$ cat src/rtl/uart_rx_deserializer.sv
// UART receive deserializer: synchronizes the serial line, majority-votes three
// mid-bit samples per bit and rebuilds START/DATA/PARITY/STOP frames.
module uart_rx_deserializer #(
  parameter int DATA_WIDTH = 8,
  parameter int OVERSAMPLE = 8
) (
  input  logic                  clk,
  input  logic                  reset,
  input  logic                  RX_IN,
  input  logic                  PAR_EN,
  input  logic                  PAR_TYP,
  output logic [DATA_WIDTH-1:0] P_DATA,
  output logic                  DATA_VALID,
  output logic                  PAR_ERR,
  output logic                  STP_ERR,
  output logic                  Busy
);

  localparam int CW = (OVERSAMPLE > 1) ? $clog2(OVERSAMPLE) : 1;
  localparam int BW = (DATA_WIDTH > 1) ? $clog2(DATA_WIDTH) : 1;

  localparam logic [CW-1:0] SAMP_LO  = CW'(OVERSAMPLE / 2 - 1);
  localparam logic [CW-1:0] SAMP_MID = CW'(OVERSAMPLE / 2);
  localparam logic [CW-1:0] SAMP_HI  = CW'(OVERSAMPLE / 2 + 1);
  localparam logic [CW-1:0] CNT_LAST = CW'(OVERSAMPLE - 1);
  localparam logic [BW-1:0] BIT_LAST = BW'(DATA_WIDTH - 1);

  typedef enum logic [2:0] {
    IDLE,
    START,
    DATA,
    PARITY,
    STOP
  } state_t;

  state_t                  state_q;
  logic [CW-1:0]           edgeCnt_q;
  logic [BW-1:0]           bitCnt_q;
  logic [2:0]              samp_q;
  logic [2:0]              samp_d;
  logic [DATA_WIDTH-1:0]   rxShift_q;
  logic                    parEn_q;
  logic                    parTyp_q;
  logic                    parErrPend_q;
  logic                    armed_q;
  logic                    rxMeta_q;
  logic                    rxS_q;
  logic                    bitVal;
  logic                    bitEnd;

  // Two-flop synchronizer, preset to the idle-high line level.
  always_ff @(posedge clk or negedge reset) begin
    if (!reset) begin
      rxMeta_q <= 1'b1;
      rxS_q    <= 1'b1;
    end else begin
      rxMeta_q <= RX_IN;
      rxS_q    <= rxMeta_q;
    end
  end

  // The last vote sample may land on the resolve edge for small OVERSAMPLE,
  // so the vote is taken over the sample set as updated by this edge.
  always_comb begin
    samp_d = samp_q;
    if (edgeCnt_q == SAMP_LO)  samp_d[0] = rxS_q;
    if (edgeCnt_q == SAMP_MID) samp_d[1] = rxS_q;
    if (edgeCnt_q == SAMP_HI)  samp_d[2] = rxS_q;
    bitVal = (samp_d[0] & samp_d[1]) | (samp_d[0] & samp_d[2]) | (samp_d[1] & samp_d[2]);
    bitEnd = (edgeCnt_q == CNT_LAST);
  end

  always_ff @(posedge clk or negedge reset) begin
    if (!reset) begin
      state_q      <= IDLE;
      edgeCnt_q    <= '0;
      bitCnt_q     <= '0;
      samp_q       <= '1;
      rxShift_q    <= '0;
      parEn_q      <= 1'b0;
      parTyp_q     <= 1'b0;
      parErrPend_q <= 1'b0;
      armed_q      <= 1'b1;
      P_DATA       <= '0;
      DATA_VALID   <= 1'b0;
      PAR_ERR      <= 1'b0;
      STP_ERR      <= 1'b0;
      Busy         <= 1'b0;
    end else begin
      DATA_VALID <= 1'b0;
      PAR_ERR    <= 1'b0;
      STP_ERR    <= 1'b0;
      samp_q     <= samp_d;

      if (state_q == IDLE || bitEnd) begin
        edgeCnt_q <= '0;
      end else begin
        edgeCnt_q <= edgeCnt_q + CW'(1);
      end

      case (state_q)
        IDLE: begin
          if (rxS_q) begin
            armed_q <= 1'b1;
          end else if (armed_q) begin
            state_q      <= START;
            Busy         <= 1'b1;
            parEn_q      <= PAR_EN;
            parTyp_q     <= PAR_TYP;
            parErrPend_q <= 1'b0;
            bitCnt_q     <= '0;
          end
        end

        START: begin
          if (bitEnd) begin
            if (bitVal) begin
              state_q <= IDLE;
              Busy    <= 1'b0;
            end else begin
              state_q <= DATA;
            end
          end
        end

        DATA: begin
          if (bitEnd) begin
            rxShift_q <= {bitVal, rxShift_q[DATA_WIDTH-1:1]};
            if (bitCnt_q == BIT_LAST) begin
              bitCnt_q <= '0;
              state_q  <= parEn_q ? PARITY : STOP;
            end else begin
              bitCnt_q <= bitCnt_q + BW'(1);
            end
          end
        end

        PARITY: begin
          if (bitEnd) begin
            if (bitVal != (^rxShift_q ^ parTyp_q)) parErrPend_q <= 1'b1;
            state_q <= STOP;
          end
        end

        STOP: begin
          if (bitEnd) begin
            if (!bitVal) begin
              STP_ERR <= 1'b1;
              armed_q <= 1'b0;
              state_q <= IDLE;
              Busy    <= 1'b0;
            end else begin
              if (parErrPend_q) begin
                PAR_ERR <= 1'b1;
              end else begin
                P_DATA     <= rxShift_q;
                DATA_VALID <= 1'b1;
              end
              // A start bit already on the line right after a good stop bit
              // is taken here so back-to-back frames keep their bit alignment.
              if (!rxS_q && armed_q) begin
                state_q      <= START;
                parEn_q      <= PAR_EN;
                parTyp_q     <= PAR_TYP;
                parErrPend_q <= 1'b0;
                bitCnt_q     <= '0;
              end else begin
                state_q <= IDLE;
                Busy    <= 1'b0;
              end
            end
          end
        end

        default: begin
          state_q <= IDLE;
          Busy    <= 1'b0;
        end
      endcase
    end
  end

endmodule

$ cat config.mk
export PLATFORM = sky130hd
export DESIGN_NAME = uart_rx_deserializer
export DESIGN_NICKNAME = d
export VERILOG_FILES = /design/src/rtl/uart_rx_deserializer.sv
export SDC_FILE = /design/constraint.sdc
export NUM_CORES = 1
export LEC_CHECK = 0
export CAP_MARGIN = 10
export CORE_MARGIN = 5
export CORE_UTILIZATION = 60
export DETAILED_ROUTE_END_ITERATION = 7
export PLACE_DENSITY_LB_ADDON = 0.1
export SLEW_MARGIN = 20
export SYNTH_ARGS = -nofsm -noshare
export SYNTH_HDL_FRONTEND = slang
export SYNTH_SLANG_ARGS = --single-unit
$ cat constraint.sdc
create_clock -name clk -period 5.85 [get_ports clk]
set_input_delay 0.8775 -clock clk [delete_from_list [all_inputs] [get_ports clk]]
set_output_delay 0.8775 -clock clk [all_outputs]
set_load 0.05 [all_outputs]
# Word-level counts from Yosys, hierarchy flattened
# Index checks and enable logic that the tools add are counted.
totals:
  reg_bits: 38
  in_bits: 5
  out_inout_bits: 12
  elab_cells: 134
op_classes:
  add_sub_neg: 2
  n_eq_ne: 24
  mux: 67
  bitwise: 8
  n_reduce_logical: 17
op_table:
  columns: ["operator", "count"]
  rows:
  - ["3-bit 2-to-1 mux", 16]
  - ["1-bit 2-to-1 mux", 43]
  - ["2-bit inequality test, second input constant", 13]
  - ["7-bit AND reduction", 3]
  - ["3-bit == test, second input constant", 5]
  - ["3-bit one-hot mux with 5 select lines", 1]
  - ["3-bit by 2-bit == test with 1-bit output, second input constant", 3]
  - ["3-bit one-hot mux with 3 select lines", 1]
  - ["4-bit AND reduction", 2]
  - ["8-bit AND reduction", 1]
  - ["8-bit XOR reduction", 1]
  - ["3-bit by 1-bit adder with 3-bit output, second input constant", 2]
  - ["1-bit one-hot mux with 2 select lines", 3]
  - ["6-bit AND reduction", 1]
  - ["3-bit nonzero test", 2]
  - ["1-bit one-hot mux with 4 select lines", 1]
  - ["1-bit AND", 3]
  - ["3-bit by 1-bit == test with 1-bit output, second input constant", 1]
  - ["3-bit zero test", 1]
  - ["3-bit inequality test, second input constant", 1]
  - ["1-bit one-hot mux with 3 select lines", 1]
  - ["2-bit 2-to-1 mux", 1]
  - ["1-bit NOT", 2]
  - ["1-bit bitwise OR", 2]
  - ["8 further kinds", 8]

# Logic depth before layout (Yosys ltp)
depth:
  ltp_word: 9
  ltp_mapped: 8
  ltp_nobuf: 7

# Worst setup path before layout
# Ideal clock, no wire load.
synth_path:
  path_kind: "register to register"
  startpoint: "register edgeCnt_q[0]"
  endpoint: "register parEn_q"
  arrival_ps: 2247
  path_slack_ps: 3475
  path_stages_with_launch: 9
  path_cell_list: "dfrtp_1 -> ha_1 -> ha_1 -> mux2_4 -> inv_2 -> maj3_2 -> buf_6 -> a2111o_1 -> mux2_1"
synth_via:
  elab_chain_len: 7
  elab_cells_between_ends: 15
synth_lines:
  columns: ["item", "line_no", "rtl"]
  rows:
  - ["from (decl)", "37", "logic [CW-1:0] edgeCnt_q;"]
  - ["from (signal assigned)", "98", "edgeCnt_q <= edgeCnt_q + CW'(1);"]
  - ["3-bit by 2-bit == test with 1-bit output *", "66", "if (edgeCnt_q == SAMP_LO) samp_d[0] = rxS_q;"]
  - ["1-bit 2-to-1 mux *", "66", null]
  - ["net samp_d[0]", "40", "logic [2:0] samp_d;"]
  - ["1-bit AND", "69", "bitVal = (samp_d[0] & samp_d[1]) | (samp_d[0] & samp_d[2]) | (samp_d[1] & samp_d[2]);"]
  - ["1-bit bitwise OR * (2 in a row)", "69", null]
  - ["2-bit inequality test (no line) *", null, null]
  - ["6-bit AND reduction (no line) *", null, null]
  - ["to (signal assigned)", "80", "parEn_q <= 1'b0;"]
  - ["to (signal assigned)", "108", "parEn_q <= PAR_EN;"]
  - ["to (signal assigned)", "163", "parEn_q <= PAR_EN;"]
  - ["to (decl)", "42", "logic parEn_q;"]
# The timed path passes the listed nets; every way through them passes the cells marked *.
# A chain may end at the register's enable or synchronous reset.

# Final worst setup path
layout_path:
  startpoint: "register edgeCnt_q[0]"
  endpoint: "register P_DATA[4]"
layout_via:
  elab_chain_len: 6
  elab_cells_between_ends: 13
layout_lines:
  columns: ["item", "line_no", "rtl"]
  rows:
  - ["3-bit by 2-bit == test with 1-bit output *", "66", null]
  - ["1-bit 2-to-1 mux *", "66", null]
  - ["net samp_d[0]", "40", null]
  - ["1-bit AND", "69", null]
  - ["1-bit bitwise OR * (2 in a row)", "69", null]
  - ["4-bit AND reduction (no line) *", null, null]
  - ["to (signal assigned)", "156", "P_DATA <= rxShift_q;"]
  - ["to (decl)", "12", "output logic [DATA_WIDTH-1:0] P_DATA,"]
# Marked as above.

==> metrics.txt <==
number of distinct library cells after synthesis=40; clk slew on worst S/H paths=roughly 0.11 ns; post-detailed-route count of antenna-violating nets=0; number of enable flip-flop cells after synthesis=0; relative slew slack=0.466; wire per inst=14.5 um; mean area per synthesized cell=11.0 um2; commonest register cell after synthesis=sky130_fd_sc_hd__dfrtp_1; Final Total Pwr=0.751 mW; post-synthesis net count=~180; static leakage power=0.973 nW; category of the worst setup path capture point=flop; critical-path cell with the highest stage delay=sky130_fd_sc_hd__nor4_4; data arrival time of the critical path=between 2 and 3 ns; total instance count after detailed placement=~210; FP Rows=20; initial antenna violation count=0; startpoint type of the worst setup path=flop; Final Net Count=194; kind of cell adding the most delay to the critical path=adder cells; Die Wd=64.9 um; clock root buffer master=sky130_fd_sc_hd__clkbuf_4; area overhead of the layout relative to synthesis=11.9%; H-Tree Depth=2; total setup violations reported at the end of the flow=0; class of the tightest hold or removal check=reg2reg; area of the multi-input gates=785 um2; share of cell area taken by muxes after synthesis=0.0995; hold_buf cts=0; total global-route track usage=0.182; CTS tree=done; Crit Path Max Fanout=12; unrepaired setup endpoints after global routing=no; Final min period=2.63 ns; share of the clock period used by the worst path after layout=0.449; fraction of final layout cells with drive strength greater than 1=0.153; Max stage delay on crit path=0.59 ns; effective utilization at floorplan=0.608; most common cell in the synthesized netlist=sky130_fd_sc_hd__dfrtp_1; final design area excluding fillers=0.00203 mm2; top cells by area, synth=sky130_fd_sc_hd__dfrtp_1 44%, sky130_fd_sc_hd__dfstp_2 8.7%, sky130_fd_sc_hd__mux2_2 6.2%, sky130_fd_sc_hd__nand2_1 6.0%, sky130_fd_sc_hd__ha_1 4.8%; result of the run=finished, final reports clean; post-synthesis cell area=0.00181 mm2; worst slew pin tran=between 0.8 and 0.9 ns; wire length reported by the detailed router=3120 um; count of non-filler cells in the finished layout=216; area fraction of the dominant cell type after synthesis=0.442; post-synthesis compound-gate area fraction=0.0891; pin count of the biggest net entering global routing=39; worst-skew pair later-pin latency=0.35 ns; CTS Buf Count=5; max-slew violation count=0; #FFs+latches synth=38; register-to-register setup slack=3.22 ns; Floorplan Core Area=0.00298 mm2; fraction of the yosys area taken by sequential cells=0.529; number of max-capacitance violations reported=0; placed cell areas=between 0.0015 and 0.002 mm2; count of TritonRoute iterations in the first routing pass=4; upper clock frequency limit=380 MHz; HPWL after DPL=2250 um; overall die area=0.00422 mm2; Resize count post-CTS=0; cell-by-cell listing of the critical path=ha_1 -> ha_1 -> mux2_4 -> inv_2 -> maj3_2 -> nor4_4 -> mux2_2; y dimension of the die=between 60 and 70 um; count of final hold-check violations=0; required time at the worst-slack endpoint=6.09 ns; maximum vdd ir drop=0.000221 V; # IOs=17; post-layout util=0.680; number of diodes=0; setup TNS=0 ns; routability congestion estimate from global placement=0.881; Critical Setup Path Class=reg2reg; clk sinks=38; mean number of vias per cell=approximately 5.6; most numerous cell types in the synthesized netlist=32 x sky130_fd_sc_hd__dfrtp_1, 29 x sky130_fd_sc_hd__nand2_1, 14 x sky130_fd_sc_hd__nor2_1; Post-Synth XOR/XNOR Area=0.0463; leading area contributor after synthesis=sky130_fd_sc_hd__dfrtp_1; post-synthesis async set-or-reset flop share=1.00; global-route wire length before repair=about 5800 um; number of inserted filler cells in the final layout=245; Adder-Cell Fraction of Synth Area=0.0546; Post-CTS Setup Inserts=0; clock tree skew after final layout=approximately 0.013 ns; cell count after synthesis=165; dominant combinational cell family by area after synthesis=simple AND/OR/NAND/NOR gates; total congestion overflow=0; area taken by flip-flops and latches=958 um2; drt drc=0; simple-gate share of the synthesized area=0.144; Crit path top cell by count=sky130_fd_sc_hd__ha_1; synth warn=0; count of port buffers added during placement=16; maximum buffer depth of the clock tree=2; total number of vias=1,211; Initial DRC Count=66; number of buffers and inverters on the critical path=1; via count of the first global-routing pass=between 1k and 1.5k; cell area power density=371 mW/mm2
==> worst register-to-register path: stages (launching register included) <==
cell                      delay (ns)
sky130_fd_sc_hd__dfrtp_1        0.43
sky130_fd_sc_hd__ha_1           0.23
sky130_fd_sc_hd__ha_1           0.20
sky130_fd_sc_hd__mux2_4         0.21
sky130_fd_sc_hd__inv_2          0.03
sky130_fd_sc_hd__maj3_2         0.41
sky130_fd_sc_hd__nor4_4         0.60
sky130_fd_sc_hd__mux2_2         0.40
==> cell type report <==
| cell class | instances | area share |
|---|---|---|
| Sequential cell | 38 | 0.473 |
| Multi-Input combinational cell | 111 | 0.387 |
| Timing Repair Buffer | 16 | 0.0766 |
| Clock buffer | 8 | 0.0241 |
| Tap cell | 33 | 0.0204 |
| Inverter | 10 | 0.0185 |
==> power by group <==
group / total (mW) / internal, mW / switching (mW)
logic: 0.253 / 0.114 / 0.138
registers: 0.369 / 0.318 / 0.0510
clock network: 0.130 / 0.0479 / 0.0816
==> state kept, by name, summed over array words and instances, names as in the netlist, 3 cells and up <==
signal and cells:
P_DATA 8, rxShift_q 8, bitCnt_q 3, edgeCnt_q 3, samp_q 3, state_q 3
==> kinds of logic (layout without fill, tap and decap cells) <==
| group | after synthesis | in the layout |
|---|---|---|
| AND/OR/NAND/NOR | 56 | 56 |
| flip-flops | 38 | 38 |
| AO/OA/AOI/OAI | 23 | 23 |
| multiplexers | 16 | 16 |
| buffers and inverters | 16 | 34 |
| adder cells (fa/ha/maj) | 8 | 8 |
| XOR/XNOR | 8 | 8 |
==> per-layer routing <==
layer / vias to the layer above / GRT usage / part of all wire
met5: - / 0 / 0
met4: 0 / 0.0739 / 0.017
met3: 6 / 0.0589 / 0.050
met2: 23 / 0.303 / 0.50
met1: 593 / 0.216 / 0.43
li1: 589 / - / -
==> per-stage QoR <==
stage          setup slack [ns]  hold slack, ns
6_report                   3.22           0.348
5_1_grt                    3.07           0.369
4_1_cts                    3.20           0.357
3_5_place_dp               3.22           0.353
3_3_place_gp               3.32           0.347
2_1_floorplan              3.48           0.345
==> cell usage in the layout, fill, tap and decap left out, types with 5 or more instances in the layout <==
master	synthesis	final
sky130_fd_sc_hd__mux2_2	10	10
sky130_fd_sc_hd__ha_1	7	7
sky130_fd_sc_hd__clkdlybuf4s50_1	0	15
sky130_fd_sc_hd__nor2_1	14	14
sky130_fd_sc_hd__dfstp_2	6	6
sky130_fd_sc_hd__inv_1	9	9
sky130_fd_sc_hd__nand2_1	29	29
sky130_fd_sc_hd__dfrtp_1	32	32
sky130_fd_sc_hd__clkbuf_4	0	5
sky130_fd_sc_hd__a21oi_1	5	5
sky130_fd_sc_hd__xnor2_1	6	6
sky130_fd_sc_hd__o21ai_0	5	5
==> worst paths after layout <==
kind | startpoint | cells past startpoint | end
setup / recovery | edgeCnt_q[0]$_DFF_PN0_ | 7 | P_DATA[4]$_DFFE_PN0P_
hold / removal | rxMeta_q$_DFF_PN1_ | 0 | rxS_q$_DFF_PN1_
setup reg to reg | edgeCnt_q[0]$_DFF_PN0_ | 7 | P_DATA[4]$_DFFE_PN0P_
hold reg to reg | rxMeta_q$_DFF_PN1_ | 0 | rxS_q$_DFF_PN1_
max in group asynchronous | reset | 1 | DATA_VALID$_DFF_PN0_
min in group asynchronous | reset | 1 | PAR_ERR$_DFF_PN0_
Note: power is estimated with default switching activity, not from simulation.
